### src/rtl/dot_product_stream_if.sv
// Stream interface for dot_product_stream: beat input channel and result output channel.
// The slave modport is the engine's view, the master modport is the producer/consumer's view.
interface dot_product_stream_if #(
    parameter int LANES          = 4,
    parameter int DATA_WIDTH     = 8,
    parameter int ACC_WIDTH      = 24,
    parameter int BEAT_CNT_WIDTH = 16
);
    logic                          in_valid;
    logic                          in_ready;
    logic [LANES*DATA_WIDTH-1:0]   in_x;
    logic [LANES*DATA_WIDTH-1:0]   in_w;
    logic [LANES-1:0]              in_keep;
    logic                          in_last;
    logic                          out_valid;
    logic                          out_ready;
    logic [ACC_WIDTH-1:0]          out_dp;
    logic                          out_ovf;
    logic [BEAT_CNT_WIDTH-1:0]     out_beats;

    modport master (
        output in_valid, in_x, in_w, in_keep, in_last, out_ready,
        input  in_ready, out_valid, out_dp, out_ovf, out_beats
    );

    modport slave (
        input  in_valid, in_x, in_w, in_keep, in_last, out_ready,
        output in_ready, out_valid, out_dp, out_ovf, out_beats
    );
endinterface

### src/rtl/dot_product_stream.sv
// Streaming signed dot-product engine: lane products and tree sum in S1, cross-beat
// accumulation with saturate/wrap overflow handling in S2, one result per vector.
module dot_product_stream #(
    parameter int LANES          = 4,
    parameter int DATA_WIDTH     = 8,
    parameter int ACC_WIDTH      = 24,
    parameter int SATURATE       = 1,
    parameter int BEAT_CNT_WIDTH = 16
) (
    input  logic                 clk,
    input  logic                 rst,
    dot_product_stream_if.slave  bus
);
    localparam int PROD_W = 2 * DATA_WIDTH;
    localparam int P_W    = PROD_W + $clog2(LANES);
    localparam int SUM_W  = ((ACC_WIDTH > P_W) ? ACC_WIDTH : P_W) + 1;

    logic                              advance_s;
    logic                              xfer_s;
    logic signed [PROD_W-1:0]          lane_prod_s [LANES];
    logic signed [P_W-1:0]             p_sum_s;

    logic                              s1_valid_r;
    logic                              s1_last_r;
    logic signed [P_W-1:0]             s1_p_r;

    logic signed [SUM_W-1:0]           sum_s;
    logic                              ovf_s;
    logic signed [ACC_WIDTH-1:0]       acc_next_s;
    logic [BEAT_CNT_WIDTH-1:0]         beat_cnt_next_s;

    logic signed [ACC_WIDTH-1:0]       acc_r;
    logic                              ovf_acc_r;
    logic [BEAT_CNT_WIDTH-1:0]         beat_cnt_r;

    logic                              out_valid_r;
    logic signed [ACC_WIDTH-1:0]       out_dp_r;
    logic                              out_ovf_r;
    logic [BEAT_CNT_WIDTH-1:0]         out_beats_r;

    // A blocked output register freezes the whole pipeline, so readiness depends only on it.
    assign advance_s     = !out_valid_r || bus.out_ready;
    assign xfer_s        = bus.in_valid && advance_s;
    assign bus.in_ready  = advance_s;
    assign bus.out_valid = out_valid_r;
    assign bus.out_dp    = out_dp_r;
    assign bus.out_ovf   = out_ovf_r;
    assign bus.out_beats = out_beats_r;

    // Masked lane products and their full-precision sum.
    always_comb begin
        p_sum_s = {P_W{1'b0}};
        for (int i = 0; i < LANES; i++) begin
            if (bus.in_keep[i]) begin
                lane_prod_s[i] = PROD_W'($signed(bus.in_x[i*DATA_WIDTH +: DATA_WIDTH]))
                               * PROD_W'($signed(bus.in_w[i*DATA_WIDTH +: DATA_WIDTH]));
            end else begin
                lane_prod_s[i] = {PROD_W{1'b0}};
            end
            p_sum_s = p_sum_s + P_W'(lane_prod_s[i]);
        end
    end

    // Accumulate with one guard bit; overflow is any sum whose upper bits are not a sign run.
    always_comb begin
        sum_s = SUM_W'(acc_r) + SUM_W'(s1_p_r);
        ovf_s = !((&sum_s[SUM_W-1:ACC_WIDTH-1]) || !(|sum_s[SUM_W-1:ACC_WIDTH-1]));
        if (ovf_s && (SATURATE != 32'sd0)) begin
            if (sum_s[SUM_W-1]) begin
                acc_next_s = {1'b1, {(ACC_WIDTH-1){1'b0}}};
            end else begin
                acc_next_s = {1'b0, {(ACC_WIDTH-1){1'b1}}};
            end
        end else begin
            acc_next_s = sum_s[ACC_WIDTH-1:0];
        end
        if (&beat_cnt_r) begin
            beat_cnt_next_s = beat_cnt_r;
        end else begin
            beat_cnt_next_s = beat_cnt_r + {{(BEAT_CNT_WIDTH-1){1'b0}}, 1'b1};
        end
    end

    // S1 register: captures the reduced beat, or a bubble when nothing transferred.
    always_ff @(posedge clk) begin
        if (rst) begin
            s1_valid_r <= 1'b0;
            s1_last_r  <= 1'b0;
            s1_p_r     <= {P_W{1'b0}};
        end else if (advance_s) begin
            s1_valid_r <= xfer_s;
            s1_last_r  <= bus.in_last;
            s1_p_r     <= p_sum_s;
        end
    end

    // S2 accumulator and output register; the last beat publishes and restarts the vector.
    always_ff @(posedge clk) begin
        if (rst) begin
            acc_r       <= {ACC_WIDTH{1'b0}};
            ovf_acc_r   <= 1'b0;
            beat_cnt_r  <= {BEAT_CNT_WIDTH{1'b0}};
            out_valid_r <= 1'b0;
            out_dp_r    <= {ACC_WIDTH{1'b0}};
            out_ovf_r   <= 1'b0;
            out_beats_r <= {BEAT_CNT_WIDTH{1'b0}};
        end else if (advance_s) begin
            if (s1_valid_r && s1_last_r) begin
                out_valid_r <= 1'b1;
                out_dp_r    <= acc_next_s;
                out_ovf_r   <= ovf_acc_r || ovf_s;
                out_beats_r <= beat_cnt_next_s;
                acc_r       <= {ACC_WIDTH{1'b0}};
                ovf_acc_r   <= 1'b0;
                beat_cnt_r  <= {BEAT_CNT_WIDTH{1'b0}};
            end else if (s1_valid_r) begin
                out_valid_r <= 1'b0;
                acc_r       <= acc_next_s;
                ovf_acc_r   <= ovf_acc_r || ovf_s;
                beat_cnt_r  <= beat_cnt_next_s;
            end else begin
                out_valid_r <= 1'b0;
            end
        end
    end
endmodule

### src/flat_wrapper.sv
// flat-port wrapper written by rule: the top's interface ports become plain ports
module dot_product_stream_flat 
#(
    parameter int LANES          = 4,
    parameter int DATA_WIDTH     = 8,
    parameter int ACC_WIDTH      = 24,
    parameter int SATURATE       = 1,
    parameter int BEAT_CNT_WIDTH = 16
)
  (clk, rst, bus_in_valid, bus_in_x, bus_in_w, bus_in_keep, bus_in_last, bus_out_ready, bus_in_ready, bus_out_valid, bus_out_dp, bus_out_ovf, bus_out_beats);
  dot_product_stream_if #(.LANES(LANES), .DATA_WIDTH(DATA_WIDTH), .ACC_WIDTH(ACC_WIDTH), .BEAT_CNT_WIDTH(BEAT_CNT_WIDTH)) bus_i ();
  input  logic clk;
  input  logic rst;
  input wire logic [$bits(bus_i.in_valid)-1:0] bus_in_valid;
  input wire logic [$bits(bus_i.in_x)-1:0] bus_in_x;
  input wire logic [$bits(bus_i.in_w)-1:0] bus_in_w;
  input wire logic [$bits(bus_i.in_keep)-1:0] bus_in_keep;
  input wire logic [$bits(bus_i.in_last)-1:0] bus_in_last;
  input wire logic [$bits(bus_i.out_ready)-1:0] bus_out_ready;
  output wire logic [$bits(bus_i.in_ready)-1:0] bus_in_ready;
  output wire logic [$bits(bus_i.out_valid)-1:0] bus_out_valid;
  output wire logic [$bits(bus_i.out_dp)-1:0] bus_out_dp;
  output wire logic [$bits(bus_i.out_ovf)-1:0] bus_out_ovf;
  output wire logic [$bits(bus_i.out_beats)-1:0] bus_out_beats;
  assign bus_i.in_valid = bus_in_valid;
  assign bus_i.in_x = bus_in_x;
  assign bus_i.in_w = bus_in_w;
  assign bus_i.in_keep = bus_in_keep;
  assign bus_i.in_last = bus_in_last;
  assign bus_i.out_ready = bus_out_ready;
  assign bus_in_ready = bus_i.in_ready;
  assign bus_out_valid = bus_i.out_valid;
  assign bus_out_dp = bus_i.out_dp;
  assign bus_out_ovf = bus_i.out_ovf;
  assign bus_out_beats = bus_i.out_beats;
  dot_product_stream #(.LANES(LANES), .DATA_WIDTH(DATA_WIDTH), .ACC_WIDTH(ACC_WIDTH), .SATURATE(SATURATE), .BEAT_CNT_WIDTH(BEAT_CNT_WIDTH)) u_core (.clk(clk), .rst(rst), .bus(bus_i));
endmodule
### config.mk
export PLATFORM = sky130hd
export DESIGN_NAME = dot_product_stream_flat
export DESIGN_NICKNAME = d
export VERILOG_FILES = /design/src/rtl/dot_product_stream_if.sv /design/src/rtl/dot_product_stream.sv /design/src/flat_wrapper.sv
export SDC_FILE = /design/constraint.sdc
export NUM_CORES = 1
export LEC_CHECK = 0
export CAP_MARGIN = 30
export CORE_MARGIN = 4
export CORE_UTILIZATION = 50
export DETAILED_ROUTE_END_ITERATION = 10
export PLACE_DENSITY = 0.69
export SLEW_MARGIN = 25
export SYNTH_ARGS = -nofsm -noshare
export SYNTH_HDL_FRONTEND = slang
export SYNTH_SLANG_ARGS = --single-unit
### constraint.sdc
create_clock -name clk -period 19.7 [get_ports clk]
set_clock_uncertainty 0.2 [all_clocks]
set_input_delay 3.94 -clock clk [delete_from_list [all_inputs] [get_ports clk]]
set_output_delay 3.94 -clock clk [all_outputs]
set_load 0.01 [all_outputs]
-- Word-level counts from Yosys, hierarchy flattened
Index checks and enable logic that the tools add are counted.
- flip-flop bits (word level): 103
- bits of input ports: 73
- word-level logic and storage cells: 47
- add/sub/neg operators: 5
- $mul: 4
- reduce and logical (&&, ||, !) cells: 14
- multiplexer cells: 14
- operator list (kind ; number):
    $mux 16 ; 7
    $mux 24 ; 4
    $mul 8x8->16 ; 4
    $add 24x18->25 ; 1
    $add 17x16->18 ; 1
    $add 18x16->18 ; 1
    $add 16x16->17 ; 1
    $add 16x1->16 const B ; 1
    $reduce_and 16->1 ; 1
    $reduce_and 2->1 ; 3
    $logic_not 1->1 ; 3
    $logic_or 1x1->1 ; 3
    $mux 1 ; 3
    $logic_and 1x1->1 ; 2
    $reduce_bool 2->1 ; 1
    $reduce_or 2->1 ; 1

-- Longest topological paths before layout
- word-level depth: 8
- mapped depth: 31
- mapped depth without buffers: 31

-- Least setup slack after synthesis
Ideal clock, no wire load.
- kind: in2reg
- start point: in bus_in_x[21]
- end point: reg u_core.s1_p_r[16]
- setup time: 0.132 ns
- stages on the path: 29
- arrival: 10.109 ns
- buffers on the path: 0
- path slack: 9.259 ns
- path through: and2_1 fa_1 inv_1 fa_1 inv_1 fa_1 inv_1 fa_1 inv_1 ha_1 inv_1 o21bai_1 a21o_1 a21oi_1 o21bai_1 or2_2 and3_1 fa_1 inv_1 fa_1 inv_1 ha_1 or3_1 o21ai_0 a21oi_1 nor2b_1 or4_1 nand3_1 a21oi_1
- cells in the longest elaborated chain, start to end: 4
- RTL lines (what ; line ; text):
    start, declared ; flat_wrapper.sv:15 ; input wire logic [$bits(bus_i.in_x)-1:0] bus_in_x;
    $mul 8x8->16 ; dot_product_stream.sv:56 ; * PROD_W'($signed(bus.in_w[i*DATA_WIDTH +: DATA_WIDTH]));
    $mux 16 ; dot_product_stream.sv:54 ; if (bus.in_keep[i]) begin
    $add 17x16->18 ; dot_product_stream.sv:60 ; p_sum_s = p_sum_s + P_W'(lane_prod_s[i]);
    $add 18x16->18 ; dot_product_stream.sv:60 ;
    end signal, assigned ; dot_product_stream.sv:89 ; s1_p_r <= {P_W{1'b0}};
    end signal, assigned ; dot_product_stream.sv:93 ; s1_p_r <= p_sum_s;
    end, declared ; dot_product_stream.sv:25 ; logic signed [P_W-1:0] s1_p_r;
Every way passes these cells.
A chain may end at the register's enable or synchronous reset.

-- Worst setup path in the final report
- start point: in bus_in_x[11]
- end point: reg u_core.s1_p_r[15]
- cells in the longest elaborated chain, start to end: 5
- RTL lines (what ; line):
    $mul 8x8->16 ; dot_product_stream.sv:56
    $mux 16 ; dot_product_stream.sv:54
    $add 16x16->17 ; dot_product_stream.sv:60
    $add 17x16->18 ; dot_product_stream.sv:60
    $add 18x16->18 ; dot_product_stream.sv:60
Every way passes these cells.

==> flow_metrics.tcl <==
set metrics [dict create \
    ir_drop_v 0.000297 \
    p_per_area_nw_per_um2 177 \
    fmax_mhz 89.7 \
    maxSlewHeadroom_pct 37.2 \
    period_share_pct 56.6 \
    power.leakage_nw 8.94 \
    crit_path_start_kind "primary input" \
    final.setup.worst_slack_ns 8.56 \
    multi_input_area_um2 13200 \
    arrival_ns 11.15 \
    cpPeakStageDelay_ns 0.60 \
    total_power_mw 3.34 \
    holdBufCountCts 0 \
    grt_use_total_pct 21.2 \
    top_layer "met4" \
    ctsResizeCount 0 \
    die-area_um2 36900 \
    crit_path_end_kind "flop" \
    synth_area_um2 16900 \
    via_per_inst 5.24 \
    seqCellArea_um2 2060 \
    final_area_um2 18800 \
    path_buf_inv 5 \
    placed_area_um2 18500 \
    ys_seq_area_share_pct 12.2 \
    dr_wl_met2_um 18900 \
    coreArea_um2 33400 \
    grt_max_degree 61 \
    clock-sinks 103 \
    synth_cell_types 67 \
    ys_warn_count 0 \
    slowest_stage "a2111oi_0" \
    cp_max_fo 8 \
    postCtsSetupRepairBufs 0 \
    syn_avg_cell_area_um2 8.58 \
    drtIter0Drc 804 \
    hold_path_class "flop to flop" \
    ys_async_sr_fraction_pct 0 \
    drv_cap 0 \
    wirelength_met1_um 16800 \
    setup_viol 0 \
    p_sw_mw 1.69 \
    post-route-drc-count 0 \
    grt_pass1_vias 13500 \
    final_core_util_pct 56.3 \
    internal_power_mw 1.65 \
    ant_nets 0 \
    fin_setup_tns_ns 0 \
    rsz0062_at_grt "false" \
    grt_pass1_wl_um 65100 \
    sw_frac_of_total_pct 50.5 \
    syn-num-nets 2460 \
    ys.flop_type "dfxtp_1" \
    drv_slew 0 \
    hold_violations 0 \
    initial_core_util_pct 50.6 \
    cts_tree "done" \
    antenna_found_initial 0 \
    period_needed_ns 11.14 \
    portBuffers 115 \
    place_hpwl_um 31900 \
    gp_congestion 0.872 \
    p_seq_share_pct 8.2 \
    htree_num_levels 3 \
    cts_made_buffers 9 \
    required_ns 19.71 \
    worst_slew_pin_slew_ns 0.937 \
    via_count 13200 \
    rows 67 \
    nFillCells 3056 \
    crit_top_cell "fa_1" \
    clockBufferDepth 2 \
    synth-seq-cells 103 \
    areaGrowthSynthToFinish_pct 11.3 \
    drive_gt1_share_pct 2.47 \
    clk_latency_ns 0.35 \
    die_w_um 192 \
    dieHeight_um 192 \
    combinationalPowerShare_pct 86.0 \
    clkTransAtPathRegs_ns 0.07 \
    synthCells 1975 \
    antennaDiodeCount 0 \
    place_ws_ns 8.26 \
    post_drt_wl_per_cell_um 14.9 \
    outcome "complete, no violations" \
    wirelength_um 37600 \
    clkPwrFrac_pct 5.9 \
    dr.pass1.iters 6 \
    crit_family "adder cells" \
    crit_type "primary input to flop" \
    nNetsFinal 2547 \
    grt-ovfl-total 0 \
    clockRootBuffer "clkbuf_16" \
    synth_edf_count 0 \
    route.met3.wl_um 1300 \
    pin_count 116 \
]
## cells in the final DEF, fill, tap and decap left out, drive strengths merged, types with 4 or more instances in the layout
cell type	n
a211oi	17
a21o	24
a21oi	108
a22o	32
a22oi	7
a311oi	5
a31oi	6
and2	187
and3	11
buf	9
clkbuf	10
clkdlybuf4s50	114
dfxtp	103
fa	254
ha	158
inv	382
mux2	5
mux2i	5
nand2	178
nand2b	22
nand3	24
nand3b	4
nand4	9
nor2	96
nor2b	23
nor3	20
nor4	4
o211ai	9
o21a	5
o21ai	60
o21bai	13
o41ai	6
or3	8
xnor2	72
xor2	33
## Yosys cell counts (9+ instances only)
| cell | count | area (um2) |
|---|---|---|
| inv_1 | 380 | 1430 |
| fa_1 | 254 | 5080 |
| and2_1 | 187 | 1170 |
| nand2_1 | 178 | 668 |
| ha_1 | 158 | 1980 |
| a21oi_1 | 107 | 536 |
| dfxtp_1 | 103 | 2060 |
| nor2_1 | 96 | 360 |
| xnor2_1 | 71 | 622 |
| o21ai_0 | 47 | 235 |
| clkbuf_1 | 34 | 128 |
| a22o_1 | 32 | 280 |
| xor2_1 | 32 | 280 |
| a21o_1 | 24 | 180 |
| nand3_1 | 24 | 120 |
| nor2b_1 | 23 | 144 |
| nand2b_1 | 22 | 138 |
| nor3_1 | 19 | 95.1 |
| a211oi_1 | 15 | 113 |
| o21bai_1 | 13 | 97.6 |
| o21ai_1 | 12 | 60.1 |
| and3_1 | 11 | 68.8 |
| nand4_1 | 9 | 56.3 |
## worst register-to-register path, stage by stage (launching register included)
cell and delay [ns]:
dfxtp_1 0.39, ha_1 0.27, a211o_1 0.30, a21oi_2 0.19
a211oi_2 0.12, a41oi_1 0.36, o31a_1 0.47, o21ai_4 0.17
xnor2_1 0.65, o21ai_0 0.28, a22o_1 0.26
## layer usage
| layer | vias to the layer above | track usage, % |
|---|---|---|
| li1 | 6448 | - |
| met1 | 6447 | 28.5 |
| met2 | 245 | 37.9 |
| met3 | 39 | 1.38 |
| met4 | 0 | 4.11 |
| met5 | - | 0 |
## power groups by stage
stage	registers [mW]	logic, mW	clock network [mW]
detailed placement	0.277	2.86	0
global route	0.276	3.30	0.209
finish	0.272	2.87	0.196
global placement	0.276	2.79	0
floorplan	0.270	2.28	0
CTS	0.272	2.88	0.198
## final timing paths
kind	from	to	slack, ns	cells after the start
max reg2reg	u_core.s1_p_r[1]$_SDFFE_PP0N_	u_core.acc_r[16]$_SDFFE_PP0P_	15.93	10
max	bus_in_x[11]	u_core.s1_p_r[15]$_SDFFE_PP0N_	8.56	29
min reg2reg	u_core.bus.out_dp[11]$_SDFFE_PP0P_	u_core.bus.out_dp[11]$_SDFFE_PP0P_	0.25	2
min	u_core.bus.out_dp[11]$_SDFFE_PP0P_	u_core.bus.out_dp[11]$_SDFFE_PP0P_	0.25	2
## flip-flops by register name (all words and copies together) (netlist names)
name	cells
u_core.bus.out_dp	24
u_core.s1_last_r	1
u_core.bus.out_beats	16
u_core.s1_p_r	18
u_core.acc_r	24
u_core.ovf_acc_r	1
u_core.beat_cnt_r	16
u_core.bus.out_valid	1
u_core.s1_valid_r	1
u_core.bus.out_ovf	1
## through the flow
stage          hold slack [ns]  instances
6_report                 0.248       2515
3_5_place_dp             0.242       2498
2_1_floorplan            0.226       1975
3_3_place_gp             0.237       2496
5_1_grt                  0.264       2515
4_1_cts                  0.251       2514
## area by class of cell
| type | count | area share [%] |
|---|---|---|
| Tap cell | 448 | 2.97 |
| Clock buffer | 10 | 1.27 |
| Timing Repair Buffer | 123 | 6.50 |
| Clock inverter | 6 | 0.478 |
| Sequential cell | 103 | 10.9 |
| Inverter | 381 | 7.59 |
| Multi-Input combinational cell | 1444 | 70.2 |
## kinds of logic (layout without fill, tap and decap cells)
family | after synthesis | in the layout | synth area share, %
AND/OR/NAND/NOR | 595 | 595 | 17.7
buffers and inverters | 428 | 520 | 9.74
adder cells (fa/ha/maj) | 415 | 415 | 41.9
AO/OA/AOI/OAI | 319 | 319 | 12.3
XOR/XNOR | 105 | 105 | 5.52
flip-flops | 103 | 103 | 12.2
multiplexers | 10 | 10 | 0.628
Power figures use the tool's default switching activity.
